### src/rtl/counter_arbiter.sv
// counter_arbiter
//   Round-robin owner of a single external load/enable counter shared by two
//   requesters. A winner's start/end operands are latched in IDLE; the block
//   then loads the counter with start (LOAD), enables it until it reads end
//   (COUNT) and signals completion (DONE). At least one IDLE cycle separates
//   operations so every request is arbitrated afresh.
//
//   Optional feature (macro COUNTER_ARBITER_ABORT_EN): dropping the granted
//   request during LOAD or COUNT abandons the operation without a done pulse.
//
// Ports
//   clock          rising-edge clock
//   reset          synchronous, active-high
//   req0/req1      requests for the counter
//   start0/end0    requester 0 load value / terminal value
//   start1/end1    requester 1 load value / terminal value
//   gnt0/gnt1      one-hot ownership, LOAD through DONE
//   done0/done1    one-cycle completion pulse for the owner
//   busy           state is not IDLE
//   cnt_load       load strobe to the shared counter
//   cnt_enable     count enable to the shared counter
//   cnt_freshdata  load value (zero outside LOAD)
//   cnt_q          current shared counter value
module counter_arbiter #(
    parameter int WIDTH = 4
) (
    input  logic             clock,
    input  logic             reset,
    input  logic             req0,
    input  logic             req1,
    input  logic [WIDTH-1:0] start0,
    input  logic [WIDTH-1:0] end0,
    input  logic [WIDTH-1:0] start1,
    input  logic [WIDTH-1:0] end1,
    output logic             gnt0,
    output logic             gnt1,
    output logic             done0,
    output logic             done1,
    output logic             busy,
    output logic             cnt_load,
    output logic             cnt_enable,
    output logic [WIDTH-1:0] cnt_freshdata,
    input  logic [WIDTH-1:0] cnt_q
);

    typedef enum logic [1:0] {
        IDLE  = 2'd0,
        LOAD  = 2'd1,
        COUNT = 2'd2,
        DONE  = 2'd3
    } state_t;

    state_t           state, state_n;
    logic             last_q, last_n;     // requester served most recently
    logic             owner_q, owner_n;   // requester currently granted
    logic [WIDTH-1:0] start_q, start_n;
    logic [WIDTH-1:0] end_q, end_n;
    logic             win;
    logic             at_end;

`ifdef COUNTER_ARBITER_ABORT_EN
    logic             req_own;
    assign req_own = owner_q ? req1 : req0;
`endif

    assign at_end = (cnt_q == end_q);

    always_ff @(posedge clock) begin
        if (reset) begin
            state   <= IDLE;
            last_q  <= 1'b1;   // requester 0 gets first priority
            owner_q <= 1'b0;
            start_q <= '0;
            end_q   <= '0;
        end else begin
            state   <= state_n;
            last_q  <= last_n;
            owner_q <= owner_n;
            start_q <= start_n;
            end_q   <= end_n;
        end
    end

    always_comb begin
        state_n       = state;
        last_n        = last_q;
        owner_n       = owner_q;
        start_n       = start_q;
        end_n         = end_q;
        win           = 1'b0;
        done0         = 1'b0;
        done1         = 1'b0;
        cnt_load      = 1'b0;
        cnt_enable    = 1'b0;
        cnt_freshdata = '0;

        busy = (state != IDLE);
        // owner_q is held stale in IDLE, so qualify grants with busy
        gnt0 = busy & ~owner_q;
        gnt1 = busy &  owner_q;

        case (state)
            IDLE: begin
                if (req0 | req1) begin
                    // on a tie the requester not served last wins
                    win     = (req0 & req1) ? ~last_q : req1;
                    owner_n = win;
                    start_n = win ? start1 : start0;
                    end_n   = win ? end1   : end0;
                    state_n = LOAD;
                end
            end
            LOAD: begin
                cnt_load      = 1'b1;
                cnt_freshdata = start_q;
                state_n       = COUNT;
`ifdef COUNTER_ARBITER_ABORT_EN
                if (!req_own) begin
                    state_n = IDLE;
                    last_n  = owner_q;
                end
`endif
            end
            COUNT: begin
                // equality also covers start == end (zero enabled cycles)
                // and wrap-around through 2^WIDTH-1
                cnt_enable = ~at_end;
                if (at_end) state_n = DONE;
`ifdef COUNTER_ARBITER_ABORT_EN
                if (!req_own) begin
                    cnt_enable = 1'b0;
                    state_n    = IDLE;
                    last_n     = owner_q;
                end
`endif
            end
            DONE: begin
                done0   = ~owner_q;
                done1   =  owner_q;
                last_n  = owner_q;
                state_n = IDLE;
            end
            default: state_n = IDLE;
        endcase
    end

endmodule

### config.mk
export PLATFORM = sky130hd
export DESIGN_NAME = counter_arbiter
export DESIGN_NICKNAME = d
export VERILOG_FILES = /design/src/rtl/counter_arbiter.sv
export SDC_FILE = /design/constraint.sdc
export NUM_CORES = 1
export LEC_CHECK = 0
export CAP_MARGIN = 10
export CORE_AREA = 8 8 51 53
export CTS_CLUSTER_SIZE = 40
export DETAILED_ROUTE_END_ITERATION = 12
export DIE_AREA = 0 0 59 61
export PLACE_DENSITY = 0.81
export SLEW_MARGIN = 10
export SYNTH_ARGS = -nofsm -noshare
export SYNTH_HDL_FRONTEND = slang
export SYNTH_SLANG_ARGS = --single-unit
### constraint.sdc
create_clock -name clock -period 2.91 [get_ports clock]
set_input_delay 0.291 -clock clock [delete_from_list [all_inputs] [get_ports clock]]
set_output_delay 0.291 -clock clock [all_outputs]
set_load 0.01 [all_outputs]
==> results.txt <==
----------------------------------------------------
[Floorplan]
  Initial Util ... 0.389
  Floorplan Core Area ... 0.00184 mm²
  Die area ... 0.00360 mm²
  Die Span X ... 59 µm
  Vertical die dimension ... about 61 µm
  Number of placement rows ... 16
  Boundary pin count ... 35

[Routing]
  Via density ... 4.85
  Remaining design rule violation count ... 0
  Starting DRC count in detailed routing ... 5
  First-pass iteration count of the detailed router ... 4
  Final antenna-violating net count ... 0
  Mean routed wirelength per cell ... 13.0 µm
  Via count ... 684
  Routed Wire Length ... 1830 µm

[STA]
  Unrepaired setup endpoints after global routing ... no
  Clock tree skew after final layout ... 3.24 ps
  Tightest Pin Transition ... 519 ps
  Worst hold margin ... 485 ps
  Final period utilization ... 0.719
  Fin. max-slew vios ... 0
  Setup TNS after final layout ... 0 ps
  Count of endpoints failing hold in the final timing report ... 0
  Final Critical Period ... 2090 ps
  Number of setup violations in the final report ... 0
  Worst-case headroom to the max-slew limit ... 0.653
  Highest attainable clock frequency ... 478 MHz

[Synth]
  Synthesis warning total ... 0
  Area leader, netlist ... sky130_fd_sc_hd__dfxtp_1
  Count of cell types in the netlist ... 25
  Netlist area before placement ... 716 µm²
  Number of instances in the synthesized netlist ... 79
  Synth top area share ... 0.336
  Average cell area after synthesis ... 9.06 µm²
  Cell types occupying the most area after synthesis ... sky130_fd_sc_hd__dfxtp_1 (34%), sky130_fd_sc_hd__mux2i_1 (13%), sky130_fd_sc_hd__a211oi_1 (8.4%)
  Total nets after synthesis ... 107
  Share of the yosys chip area belonging to registers ... 0.336
  Number of synthesized register bits ... 12

[Global routing]
  Global-route wire length before repair ... 3220 µm
  Via count of the first global-routing pass ... 765
  Met2 usage ... 0.212
  Global-route track usage on met1 ... 0.116
  Total global routing track utilization ... 0.113
  Pin count of the biggest net entering global routing ... 18
  Gr ovfl total ... 0
  Most Crowded Layer GR ... met2
  Number of antenna violations at the first check in global routing ... 0
  Met3 routing resource usage after global routing ... 0.0403

[Setup path]
  Reg2Reg Setup Slack ... about 1300 ps
  Startpoint types ... flop
  Data required, critical path ... 2620 ps
  Endpoint type of the worst setup path ... output port
  Worst Path Max Fanout ... 4
  Kind of critical path ... reg2out
  Arrival time of data at the critical path endpoint ... ~1800 ps

[Run]
  Number of violations of the max-capacitance limit ... 0

[Clock network]
  Clock buffers created by TritonCTS ... 3
  CTS tree ... done
  Number of hold-repair buffers added at the cts stage ... 0
  Post-CTS setup buffer count ... 0
  Root Driver ... sky130_fd_sc_hd__clkbuf_4
  CTS resizes ... 0
  Clock transition at the register clock pins on the worst setup and hold paths after CTS ... 70 ps
  Clock Sink Count ... 12
  Deepest level of the CTS H-tree ... 1
  Number of buffers on the longest clock path ... 2
  Insertion delay of the later-clocked pin in the worst-skew pair ... 260 ps

[Placement]
  Number of placed instances with taps included ... 138
  Count of buffers inserted at the top-level ports ... 34
  Global placement routability congestion ... slightly below 0.7
  HPWL Detailed ... roughly 1600 µm

[Final layout]
  Most common library cell in the layout ignoring fill and taps ... sky130_fd_sc_hd__clkdlybuf4s50_1
  Post-layout util ... 0.598
  Share of layout cells above drive strength 1 ... 0.0439
  Layout-stage area growth over the synthesis result ... 53.8%
  Post-layout net count ... 144
  Post-route non-filler standard cell count ... 141
  Top library cells by usage in the layout, fill and taps aside ... sky130_fd_sc_hd__clkdlybuf4s50_1 (34), sky130_fd_sc_hd__dfxtp_1 (12), sky130_fd_sc_hd__nor2_1 (10)
  Number of antenna diodes ... 0

[Power]
  PwrDens ... 668 mW/mm²
  Net switching fraction of the power ... 0.366
  Worst vdd rail ir drop ... 405 µV
  Static leakage ... 0.422 nW
  Total Power ... 0.000735 W
  Share of total power in sequential cells ... 0.355
  Switching power ... 0.000269 W
  Cell-internal power ... around 0.00047 W
  Combinational power share ... 0.511
  Part of the total power dissipated in the clock network ... 0.133

[Outcome]
  Status ... finished clean

[Hold path]
  Worst hold path type ... reg2reg

----------------------------------------------------
## cell families after synthesis
family / after synthesis / share of synthesized area
fa+ha+maj: 4 / 0.0699
simple gates: 24 / 0.180
compound gates: 17 / 0.182
flops: 12 / 0.336
mux: 9 / 0.126
xor+xnor: 4 / 0.0489
buf+inv: 9 / 0.0577
## layout make-up
type                       count  area (µm²)
clock buffer                   3        22.5
timing repair buffer          35         348
multi-input combinational     58         434
sequential                    12         240
inverter                       6        22.5
tap                           27        33.8
fill                         174         741
## cell usage after synthesis
cell type                  number
sky130_fd_sc_hd__nor3b_1        1
sky130_fd_sc_hd__a41oi_1        1
sky130_fd_sc_hd__nor2b_1        2
sky130_fd_sc_hd__inv_1          6
sky130_fd_sc_hd__o221ai_1       1
sky130_fd_sc_hd__mux2i_1        9
sky130_fd_sc_hd__or3b_1         1
sky130_fd_sc_hd__a211oi_1       8
sky130_fd_sc_hd__nand3b_1       2
sky130_fd_sc_hd__nand4_1        1
sky130_fd_sc_hd__nand2b_1       1
sky130_fd_sc_hd__buf_4          2
sky130_fd_sc_hd__clkbuf_1       1
sky130_fd_sc_hd__ha_1           4
sky130_fd_sc_hd__a41o_1         1
sky130_fd_sc_hd__o211ai_1       1
sky130_fd_sc_hd__nor2_1        10
sky130_fd_sc_hd__nand2_1        1
sky130_fd_sc_hd__a21oi_1        2
sky130_fd_sc_hd__xnor2_1        4
sky130_fd_sc_hd__a21boi_1       1
sky130_fd_sc_hd__dfxtp_1       12
sky130_fd_sc_hd__a211o_1        1
sky130_fd_sc_hd__and2_1         5
sky130_fd_sc_hd__o21a_2         1
## final timing paths
kind,from,to,depth (start not counted)
worst max register to register,state[0],state[0],5
worst max-delay path,state[0],cnt_enable,5
worst min-delay path,last_q,last_q,1
worst min register to register,last_q,last_q,1
## power by group through the flow
stage / registers [W] / clock network (W) / logic (W)
floorplan: 0.000253 / 0 / 0.000238
global placement: 0.000262 / 0 / 0.000367
detailed placement: 0.000265 / 0 / 0.000378
CTS: 0.000262 / 0.000103 / 0.000380
global route: 0.000272 / 0.000113 / 0.000417
finish: 0.000261 / 0.0000981 / 0.000376
## routing by layer
layer | share of wire | up-vias
li1 | - | 350
met1 | 0.40 | 313
met2 | 0.53 | 21
met3 | 0.071 | 0
met4 | 0 | 0
met5 | 0 | -
## critical path, cell delays in order, from the launching register on
cell and delay, ps:
sky130_fd_sc_hd__dfxtp_1 350, sky130_fd_sc_hd__inv_1 120, sky130_fd_sc_hd__ha_1 240, sky130_fd_sc_hd__inv_1 60
sky130_fd_sc_hd__a41oi_1 210, sky130_fd_sc_hd__clkdlybuf4s50_1 580
## per-stage QoR
step	setup slack, ps	instance area, µm²
CTS	799	1100
detailed placement	857	1080
finish	817	1100
global placement	924	1080
floorplan	1500	716
global route	656	1100
## sequential cells by signal (all words and copies together) (netlist names)
name	cells
start_q	4
last_q	1
end_q	4
owner_q	1
state	2
(Power assumes the default switching activity.)
